===== config.mk =====
export PLATFORM = sky130hd
export DESIGN_NAME = disp_arbiter
export DESIGN_NICKNAME = d
export VERILOG_FILES = /design/src/rtl/disp_arbiter.sv
export SDC_FILE = /design/constraint.sdc
export NUM_CORES = 1
export LEC_CHECK = 0
export CAP_MARGIN = 20
export CORE_MARGIN = 1
export CORE_UTILIZATION = 39
export CTS_BUF_LIST = sky130_fd_sc_hd__clkbuf_4 sky130_fd_sc_hd__clkbuf_8 sky130_fd_sc_hd__clkbuf_16
export DETAILED_ROUTE_END_ITERATION = 10
export PLACE_DENSITY = 0.69
export RECOVER_POWER = 50
export SLEW_MARGIN = 0
export SYNTH_ARGS = -nofsm -noshare
export SYNTH_HDL_FRONTEND = slang
export SYNTH_SLANG_ARGS = --single-unit

===== constraint.sdc =====
create_clock -name clk -period 2.5 [get_ports clk]
set_clock_uncertainty 0.1 [all_clocks]
set_input_delay 0.25 -clock clk [delete_from_list [all_inputs] [get_ports clk]]
set_output_delay 0.25 -clock clk [all_outputs]
set_load 0.05 [all_outputs]

===== src/rtl/disp_arbiter.sv =====
// Purpose : round-robin arbiter sharing one 4-digit seven-segment display between two frame sources.
// Latency : accepted frame appears on in0..in3 one clock after the valid&ready edge.
// Backpr. : ready pulses only on a frame tick for the granted source; sources hold valid/data until ready.
//
// Ports:
//   clk, reset_n            clock, asynchronous active-low reset
//   req0_valid/data/ready   source 0 frame offer ([7:0]=digit0 .. [31:24]=digit3, active-low segments)
//   req1_valid/data/ready   source 1 frame offer, same packing
//   in0..in3                latched segment patterns to the display multiplexer
//   owner                   index of current/last owner
//   busy                    high while an owner holds the display
//
// Build option: define DISP_ARB_BLANK_EN to blank the display when ownership lapses back to idle;
// without it the last accepted frame stays visible until reset.

module disp_arbiter #(
    parameter int TICK_DIV    = 18,
    parameter int HOLD_FRAMES = 50,
    parameter int HOLD_W      = 8
) (
    input  logic        clk,
    input  logic        reset_n,
    input  logic        req0_valid,
    input  logic [31:0] req0_data,
    output logic        req0_ready,
    input  logic        req1_valid,
    input  logic [31:0] req1_data,
    output logic        req1_ready,
    output logic [7:0]  in0,
    output logic [7:0]  in1,
    output logic [7:0]  in2,
    output logic [7:0]  in3,
    output logic        owner,
    output logic        busy
);

    typedef enum logic {
        IDLE = 1'b0,
        HOLD = 1'b1
    } state_t;

    localparam logic [HOLD_W-1:0] HOLD_RELOAD = HOLD_W'(HOLD_FRAMES - 1);

    state_t              state;
    logic [TICK_DIV-1:0] tick_cnt;
    logic [HOLD_W-1:0]   hold_cnt;
    logic                tick;
    logic                own_vld;
    logic                other_vld;
    logic                gnt_vld;
    logic                gnt_sel;
    logic                gnt_fire;

    // One tick per full scan of the four digits.
    assign tick = &tick_cnt;

    // Arbitration is open in IDLE and when the hold window has run out; in both cases the
    // non-owner wins a contest, which gives req0 first pick after reset (owner resets to 1).
    // While the window is still open only the owner may refresh its frame.
    always_comb begin
        own_vld   = owner ? req1_valid : req0_valid;
        other_vld = owner ? req0_valid : req1_valid;
        gnt_vld   = 1'b0;
        gnt_sel   = owner;
        if (state == IDLE || hold_cnt == '0) begin
            if (other_vld) begin
                gnt_vld = 1'b1;
                gnt_sel = ~owner;
            end else if (own_vld) begin
                gnt_vld = 1'b1;
                gnt_sel = owner;
            end
        end else begin
            gnt_vld = own_vld;
            gnt_sel = owner;
        end
    end

    assign gnt_fire   = reset_n & tick & gnt_vld;
    assign req0_ready = gnt_fire & ~gnt_sel;
    assign req1_ready = gnt_fire & gnt_sel;

    always_ff @(posedge clk or negedge reset_n) begin
        if (!reset_n) begin
            tick_cnt <= '0;
            state    <= IDLE;
            hold_cnt <= '0;
            owner    <= 1'b1;
            busy     <= 1'b0;
            in0      <= 8'hFF;
            in1      <= 8'hFF;
            in2      <= 8'hFF;
            in3      <= 8'hFF;
        end else begin
            tick_cnt <= tick_cnt + TICK_DIV'(1);
            if (tick) begin
                if (gnt_fire) begin
                    {in3, in2, in1, in0} <= gnt_sel ? req1_data : req0_data;
                end
                if (state == IDLE) begin
                    if (gnt_fire) begin
                        owner    <= gnt_sel;
                        hold_cnt <= HOLD_RELOAD;
                        state    <= HOLD;
                        busy     <= 1'b1;
                    end
                end else begin
                    if (hold_cnt != '0) begin
                        // Owner refreshes do not extend the window.
                        hold_cnt <= hold_cnt - HOLD_W'(1);
                    end else if (gnt_fire) begin
                        owner    <= gnt_sel;
                        hold_cnt <= HOLD_RELOAD;
                    end else begin
                        state <= IDLE;
                        busy  <= 1'b0;
`ifdef DISP_ARB_BLANK_EN
                        in0   <= 8'hFF;
                        in1   <= 8'hFF;
                        in2   <= 8'hFF;
                        in3   <= 8'hFF;
`endif
                    end
                end
            end
        end
    end

endmodule

Yosys cells after proc, flatten, opt, wreduce, memory -nomap -nowiden
Index checks and enable logic that the tools add are counted.
{"block": "totals", "input_bits": 68, "out_inout_bits": 36, "reg_bits": 61, "wordCells": 49}
{"block": "op_classes", "n_eq_ne": 2, "reduce_logical": 8, "n_mux": 21, "n_bitwise": 7, "n_addsub": 2}
{"op": "19-bit AND reduction", "count": 2}
{"op": "32-bit two-way mux", "count": 1}
{"op": "8-bit two-way mux", "count": 3}
{"op": "21-bit AND reduction", "count": 1}
{"op": "18-bit by 1-bit adder with 18-bit output (second input constant)", "count": 1}
{"op": "18-bit AND reduction", "count": 1}
{"op": "1-bit two-way mux", "count": 17}
{"op": "8-bit zero test", "count": 1}
{"op": "8-bit nonzero test", "count": 1}
{"op": "8-bit by 1-bit subtractor with 8-bit output (second input constant)", "count": 1}
{"op": "1-bit bitwise AND", "count": 4}
{"op": "2-bit inequality test (second input constant)", "count": 2}
{"op": "1-bit NOT", "count": 3}
{"op": "2-bit nonzero test", "count": 1}
{"op": "1-bit logical OR", "count": 1}

Depth between registers and ports, before layout
Gate-level depths: netlist of run 1.
{"block": "logic_depth", "ltp_word": 8, "depth_mapped": 8, "depth_no_buf": 7}

Worst setup path before layout of run 1
No wires, ideal clock.
{"block": "synth_path", "path_type": "reg2out", "from": "register hold_cnt[0]", "to": "output req1_ready", "slack_ns": -0.529, "path_stages_with_launch": 8, "arrival_time_ns": 2.679, "path_buffers": 1, "required_ns": 2.150, "cell_sequence": "dfrtp_1 -> inv_1 -> ha_1 -> nor3b_2 -> a21o_1 -> mux2i_1 -> clkbuf_1 -> nor3_1"}
{"block": "synth_between", "elab_chain_cells": 5, "elab_cells_between_ends": 6, "classes_between": "2 x mux; 2 x bitwise; 2 x reduce/logical"}
{"item": "from (decl)", "line": "46", "rtl": "logic [HOLD_W-1:0] hold_cnt;"}
{"item": "from (signal assigned)", "line": "110", "rtl": "hold_cnt <= hold_cnt - HOLD_W'(1);"}
{"item": "8-bit zero test *", "line": "65", "rtl": "if (state == IDLE || hold_cnt == '0) begin"}
{"item": "1-bit logical OR *", "line": "65"}
{"item": "1-bit two-way mux", "line": "65"}
{"item": "1-bit bitwise AND", "line": "79", "rtl": "assign gnt_fire = reset_n & tick & gnt_vld;"}
{"item": "1-bit bitwise AND *", "line": "81", "rtl": "assign req1_ready = gnt_fire & gnt_sel;"}
{"item": "to (decl)", "line": "28", "rtl": "output logic req1_ready,"}
Every way passes the cells marked *; elsewhere a longest branch is shown, timed or not.

Worst setup path after layout of run 1
{"block": "layout_path", "from": "register hold_cnt[0]", "to": "output req0_ready"}
{"block": "layout_between", "elab_chain_cells": 5, "elab_cells_between_ends": 7, "classes_between": "2 x mux; 3 x bitwise; 2 x reduce/logical"}
{"item": "8-bit zero test *", "line": "65"}
{"item": "1-bit logical OR *", "line": "65"}
{"item": "1-bit two-way mux", "line": "65"}
{"item": "1-bit bitwise AND / 1-bit NOT (equally long branches)", "line": "79, 80"}
{"item": "1-bit bitwise AND *", "line": "80", "rtl": "assign req0_ready = gnt_fire & ~gnt_sel;"}
{"item": "to (decl)", "line": "25", "rtl": "output logic req0_ready,"}
Marked as above.

==> results.sh, run 1 <==
export IMPL_run_status="finished clean"
export IMPL_antenna_violating_nets_post_route=0
export IMPL_diodes=0
export IMPL_ys_flop_type="dfstp_2"
export IMPL_worstSetupStartpointType="flip-flop"
export IMPL_yosys_register_bits=61
export IMPL_syn_cell_area_um2=3320
export IMPL_syn_mean_instance_area_um2=10.1
export IMPL_place_gp_congestion=0.851
export IMPL_detailroute_via_count=3189
export IMPL_global_route_overflow_total=0
export IMPL_sequential_cell_area_um2=1570
export IMPL_first_global_vias=3208
export IMPL_grt_antenna_before_repair=0
export IMPL_comb_power_share=0.138
export IMPL_pwr_density_cell_nw_per_um2=434
export IMPL_postPlaceCellArea_um2=4540
export IMPL_dp_cells=525
export IMPL_timing_max_slew_rel_slack=0.294
export IMPL_design_die_area_um2=8890
export IMPL_synth_lib_cells_used_distinct=46
export IMPL_hold_worst_slack_ns=0.359
export IMPL_final_nets=510
export IMPL_synth_largest_area_cell="dfstp_2"
export IMPL_fmaxAchievable_mhz=409
export IMPL_timing_final_crit_share=0.979
export IMPL_boundaryPins=104
export IMPL_synthesis_yosys_warnings=0
export IMPL_power_switching_uw=532
export IMPL_remaining_design_rule_violation_count=0
export IMPL_synth_edf_count=0
export IMPL_p_int_mw=1.57
export IMPL_total_non_filler_cell_area_in_the_finished_layout_um2=4840
export IMPL_grt_first_pass_wirelength_um=15700
export IMPL_floorplan_initialDensity=0.404
export IMPL_cp_max_fo=4
export IMPL_ys_async_sr_fraction=1.00
export IMPL_total_cts_buffers=9
export IMPL_vias_per_cell=5.80
export IMPL_clock_tree_from_tritoncts="done"
export IMPL_share_of_final_layout_standard_cells_stronger_than_drive_strength_1=0.204
export IMPL_pwr_share_clk=0.373
export IMPL_fin_tns_setup_ns=0
export IMPL_drv_cap=0
export IMPL_synth_top_cell_area_share=0.261
export IMPL_die_w_um=94.3
export IMPL_firstDrtPassIters=4
export IMPL_max_slew_violation_count=0
export IMPL_multi_input_area_um2=1650
export IMPL_finalCoreUtilization=0.589
export IMPL_critical_path_arrival_ns=2.10
export IMPL_timing_worst_setup_path_type="reg -> out"
export IMPL_ff2ff_path_depth=9
export IMPL_grt_total_usage=0.232
export IMPL_die_height_um=94.3
export IMPL_final_period_minus_worst_setup_slack_ns=2.45
export IMPL_layout_common_cells="99 x clkdlybuf4s50_1, 40 x nand4_1, 39 x o21ai_0"
export IMPL_endpoint_kind="output pin"
export IMPL_rsz0062_at_grt="yes"
export IMPL_power_static_leakage_nw=2.03
export IMPL_place_ws_ns=0.215
export IMPL_hold_violations_final=0
export IMPL_clk_pin_slew_worst_paths_ns=0.07
export IMPL_netSwitchingFraction=0.254
export IMPL_tightest_slew_ns=1.06
export IMPL_layout_cells_most_common="clkdlybuf4s50_1"
export IMPL_io_buffer_count=103
export IMPL_final_setup_viol_count=0
export IMPL_detail_route_wirelength_um=9920
export IMPL_area_growth_syn_to_layout_pct=45.6
export IMPL_synth_fp_nets=400
export IMPL_root_buffer="clkbuf_8"
export IMPL_seq_area_frac_synth=0.472
export IMPL_worst_slack_ns=0.0537
export IMPL_clock_latency_ns=0.33
export IMPL_peakVddDrop_uv=276
export IMPL_worst_hold_path_type="in -> async"
export IMPL_initialDrtViolationCount=252
export IMPL_fin_cells=550
export IMPL_clock_sinks=61
export IMPL_htree_num_levels=3
export IMPL_timing_critical_path_required_ns=2.15
export IMPL_core_um2=8220
export IMPL_total_power_mw=2.10
export IMPL_rows=33
export IMPL_top_cells_by_area_in_the_synthesized_netlist="dfstp_2 26%, dfrtp_1 21%, o31ai_1 7.7%, nand4_1 7.5%, a21o_1 7.5%"
export IMPL_power_share_sequential=0.490
export IMPL_dp_hpwl_um=6250
export IMPL_detail_route_wl_per_cell_um=18.0
export IMPL_netlist_instances=330
export IMPL_largest_net_degree_at_the_start_of_global_routing=44
export IMPL_cts_path_max_buffers=2
export IMPL_worst_r2r_setup_slack_ns=0.17
export IMPL_number_of_filler_cells_placed_in_the_layout=720
[worst paths after layout]
| check | from | to |
|---|---|---|
| max reg2reg | hold_cnt[0] | in0[4] |
| max | hold_cnt[0] | req0_ready |
| min | reset_n | hold_cnt[0] |
| min in group clk | req0_data[20] | in2[4] |
| min reg2reg | tick_cnt[0] | tick_cnt[0] |
| max in group asynchronous | reset_n | tick_cnt[16] |
[registers in the layout, indices dropped and copies added, names as in the netlist]
| name | count |
|---|---|
| busy | 1 |
| hold_cnt | 8 |
| in0 | 8 |
| in1 | 8 |
| in2 | 8 |
| in3 | 8 |
| owner | 1 |
| state | 1 |
| tick_cnt | 18 |
[cells in the mapped netlist, types with 3 or more instances]
cell type	n
buf_2	3
and2_1	3
xnor2_1	12
a21o_1	33
nand3_1	9
xor2_1	4
nand2_1	11
o31ai_1	34
nand4_1	40
dfrtp_1	28
nor3_1	5
nor2_1	8
buf_6	3
o21ai_0	39
inv_1	4
dfstp_2	33
clkbuf_1	23
and3_1	4
a21oi_1	3
[layer usage]
metal | vias to the layer above | GRT usage | wire, um | share of wire
met5 | - | 0 | 0 | 0
met1 | 1543 | 0.311 | 4040 | 0.41
met4 | 0 | 0.124 | 276 | 0.028
li1 | 1476 | - | - | -
met3 | 22 | 0.0405 | 791 | 0.080
met2 | 148 | 0.356 | 4810 | 0.49
[power groups by stage]
stage	logic, mW	registers (mW)	clock network (mW)
floorplan	0.0536	1.09	0
global placement	0.288	1.04	0
detailed placement	0.288	1.04	0
CTS	0.291	1.03	0.806
global route	0.309	1.03	0.850
finish	0.289	1.03	0.782
[timing repair]
action,CTS,global route
setup endpoints to repair,2,2
setup buffers,2,5
gates cloned,1,0
endpoints found under the hold margin,17,0
pin swaps,1,5
gates resized for setup,1,5
hold buffers,1,0
[cell type report]
type | instances | area share
Inverter | 5 | 0.00388
Multi-Input combinational cell | 235 | 0.341
Tap cell | 105 | 0.0272
Sequential cell | 61 | 0.324
Timing Repair Buffer | 128 | 0.267
Clock inverter | 4 | 0.00492
Clock buffer | 12 | 0.0316
[cell families after synthesis]
logic type	after synthesis	synth area share
buffers and inverters	34	0.0463
DFF	61	0.472
muxes	2	0.00640
and+or+nand+nor	93	0.171
AOI/OAI and AO/OA	122	0.255
xor gates and xnor gates	16	0.0422
adders and majority gates	2	0.00753
[worst max-delay path, stage by stage, from the launching register on]
cell	delay (ns)
dfrtp_1	0.40
inv_1	0.07
ha_2	0.19
nor3b_4	0.27
a21oi_4	0.11
a2111oi_4	0.44
buf_12	0.16
buf_12	0.12
(Power assumes the default switching activity.)
==> inputs of run 2 (changes only) <==
Settings changed: DONT_BUFFER_PORTS from default to 1, PLACE_DENSITY 0.69 to default, RECOVER_POWER 50 to 100.
==> run 2 against run 1 <==
  * The flow now finishes with violations (capacitance limit, slew limit)
  * Wire length down 6.4%
  * Sequential share of layout area up 5.8 points
  * Combinational power decreased by 49%
  * Global-route usage shrank 1.4 points
  * Die area did not move
  * Largest power group unchanged
==> results.sh, run 2 (synthesized netlist as in run 1, its figures left out) <==
export IMPL_worst_hold_path_type="in -> reg"
export IMPL_layout_cells_most_common="nand4_1"
export IMPL_timing_critical_path_required_ns=2.15
export IMPL_boundaryPins=104
export IMPL_fin_cells=480
export IMPL_remaining_design_rule_violation_count=0
export IMPL_global_route_overflow_total=0
export IMPL_largest_delay_contributor_family_on_the_critical_path="compound AO/OA/AOI/OAI gates"
export IMPL_drv_cap=1
export IMPL_timing_max_slew_rel_slack=-0.0224
export IMPL_clock_tree_from_tritoncts="done"
export IMPL_grt_first_pass_wirelength_um=14500
export IMPL_timing_final_crit_share=0.954
export IMPL_dp_cells=422
export IMPL_worstSetupStartpointType="flip-flop"
export IMPL_diodes=0
export IMPL_final_period_minus_worst_setup_slack_ns=2.39
export IMPL_vias_per_cell=6.16
export IMPL_floorplan_initialDensity=0.404
export IMPL_timing_worst_setup_path_type="reg -> out"
export IMPL_crit_chain="inv_1 -> ha_2 -> nor3b_4 -> a21oi_4 -> a2111oi_4 -> buf_6"
export IMPL_crit_buf_inv=2
export IMPL_design_die_area_um2=8890
export IMPL_detail_route_wirelength_um=9290
export IMPL_postPlaceCellArea_um2=3490
export IMPL_total_power_mw=2.13
export IMPL_max_slew_violation_count=62
export IMPL_min_to="owner"
export IMPL_root_buffer="clkbuf_8"
export IMPL_initialDrtViolationCount=140
export IMPL_number_of_filler_cells_placed_in_the_layout=754
export IMPL_total_non_filler_cell_area_in_the_finished_layout_um2=4100
export IMPL_fin_tns_setup_ns=0
export IMPL_timing_hold_worst_start="reset_n"
export IMPL_io_buffer_count=0
export IMPL_rows=33
export IMPL_cpMaxStageDelayCell="a2111oi_4"
export IMPL_pwr_density_cell_nw_per_um2=519
export IMPL_critical_path_arrival_ns=2.04
export IMPL_detailroute_via_count=2955
export IMPL_largest_register="tick_cnt"
export IMPL_core_um2=8220
export IMPL_peakVddDrop_uv=305
export IMPL_ff2ff_path_depth=9
export IMPL_tightest_slew_ns=1.53
export IMPL_antenna_violating_nets_post_route=0
export IMPL_htree_num_levels=3
export IMPL_hold_violations_final=0
export IMPL_run_status="finished, violations left"
export IMPL_place_ws_ns=0.131
export IMPL_final_nets=440
export IMPL_die_w_um=94.3
export IMPL_die_height_um=94.3
export IMPL_area_growth_syn_to_layout_pct=23.5
export IMPL_largest_incremental_delay_on_the_critical_path_ns=0.43
export IMPL_first_global_vias=2907
export IMPL_violations="capacitance limit, slew limit"
export IMPL_endpoint_kind="output pin"
export IMPL_detail_route_wl_per_cell_um=19.4
export IMPL_fmaxAchievable_mhz=419
export IMPL_grt_total_usage=0.218
export IMPL_worst_slack_ns=0.114
export IMPL_cts_path_max_buffers=2
export IMPL_worst_r2r_setup_slack_ns=0.15
export IMPL_whs_path_depth=2
export IMPL_reg2reg_from="hold_cnt[0]"
export IMPL_place_gp_congestion=0.745
export IMPL_largest_net_degree_at_the_start_of_global_routing=62
export IMPL_final_setup_viol_count=0
export IMPL_largest_register_ff_count=18
export IMPL_power_static_leakage_nw=1.78
export IMPL_clock_latency_ns=0.34
export IMPL_dp_hpwl_um=5370
export IMPL_share_of_final_layout_standard_cells_stronger_than_drive_strength_1=0.144
export IMPL_layout_common_cells="41 x nand4_1, 39 x o21ai_0, 34 x o31ai_1"
export IMPL_firstDrtPassIters=5
export IMPL_cp_max_fo=5
export IMPL_grt_antenna_before_repair=0
export IMPL_clock_sinks=61
export IMPL_critPathLaunch="hold_cnt[0]"
export IMPL_total_cts_buffers=9
export IMPL_timing_rr_end="in0[1]"
export IMPL_clk_pin_slew_worst_paths_ns=0.06
run 2: area by class of cell:
class	instances	area [um2]	share of cell area
clock buffers	14	174	0.0424
clock inverters	2	35.0	0.00854
inverters	5	18.8	0.00457
multi-input cells	235	1640	0.399
flip-flops and latches	61	1570	0.382
well taps	105	131	0.0320
repair buffers	58	538	0.131
run 2: worst max-delay path by stage:
stage            endpoint  slack, ns  depth (start not counted)
2_1_floorplan  req1_ready       0.07                          7
3_3_place_gp       in1[0]       0.19                          7
3_5_place_dp       in1[1]       0.13                          7
4_1_cts        req0_ready      0.008                          7
5_1_grt        req0_ready      -0.01                          6
6_report       req0_ready       0.11                          6
run 2: metrics by stage:
stage                     hold WS [ns]   util
after global routing            0.0125  0.499
after CTS                      0.00139  0.499
after floorplan                 -0.146      -
final                           0.0291  0.499
after detailed placement        -0.144  0.424
after global placement          -0.144  0.424
run 2: where the power goes:
part / switching (mW) / total, mW / internal (mW)
Sequential: 0.0599 / 1.07 / 1.01
Combinational: 0.0832 / 0.148 / 0.0648
Clock: 0.365 / 0.913 / 0.548
run 2: routing by layer:
layer  vias up  GRT usage  wire length (um)
li1       1342          -                 -
met1      1445      0.275              3770
met2       156      0.351              4520
met3        12     0.0615               862
met4         0     0.0846               150
met5         -          0                 0
run 2: timing repair:
item,4_1_cts,5_1_grt
hold buffers,34,0
buffers inserted,4,3
pin swaps,3,2
setup endpoints to repair,2,2
cloned,1,0
hold endpoints to repair,93,0
gates resized for setup,2,3
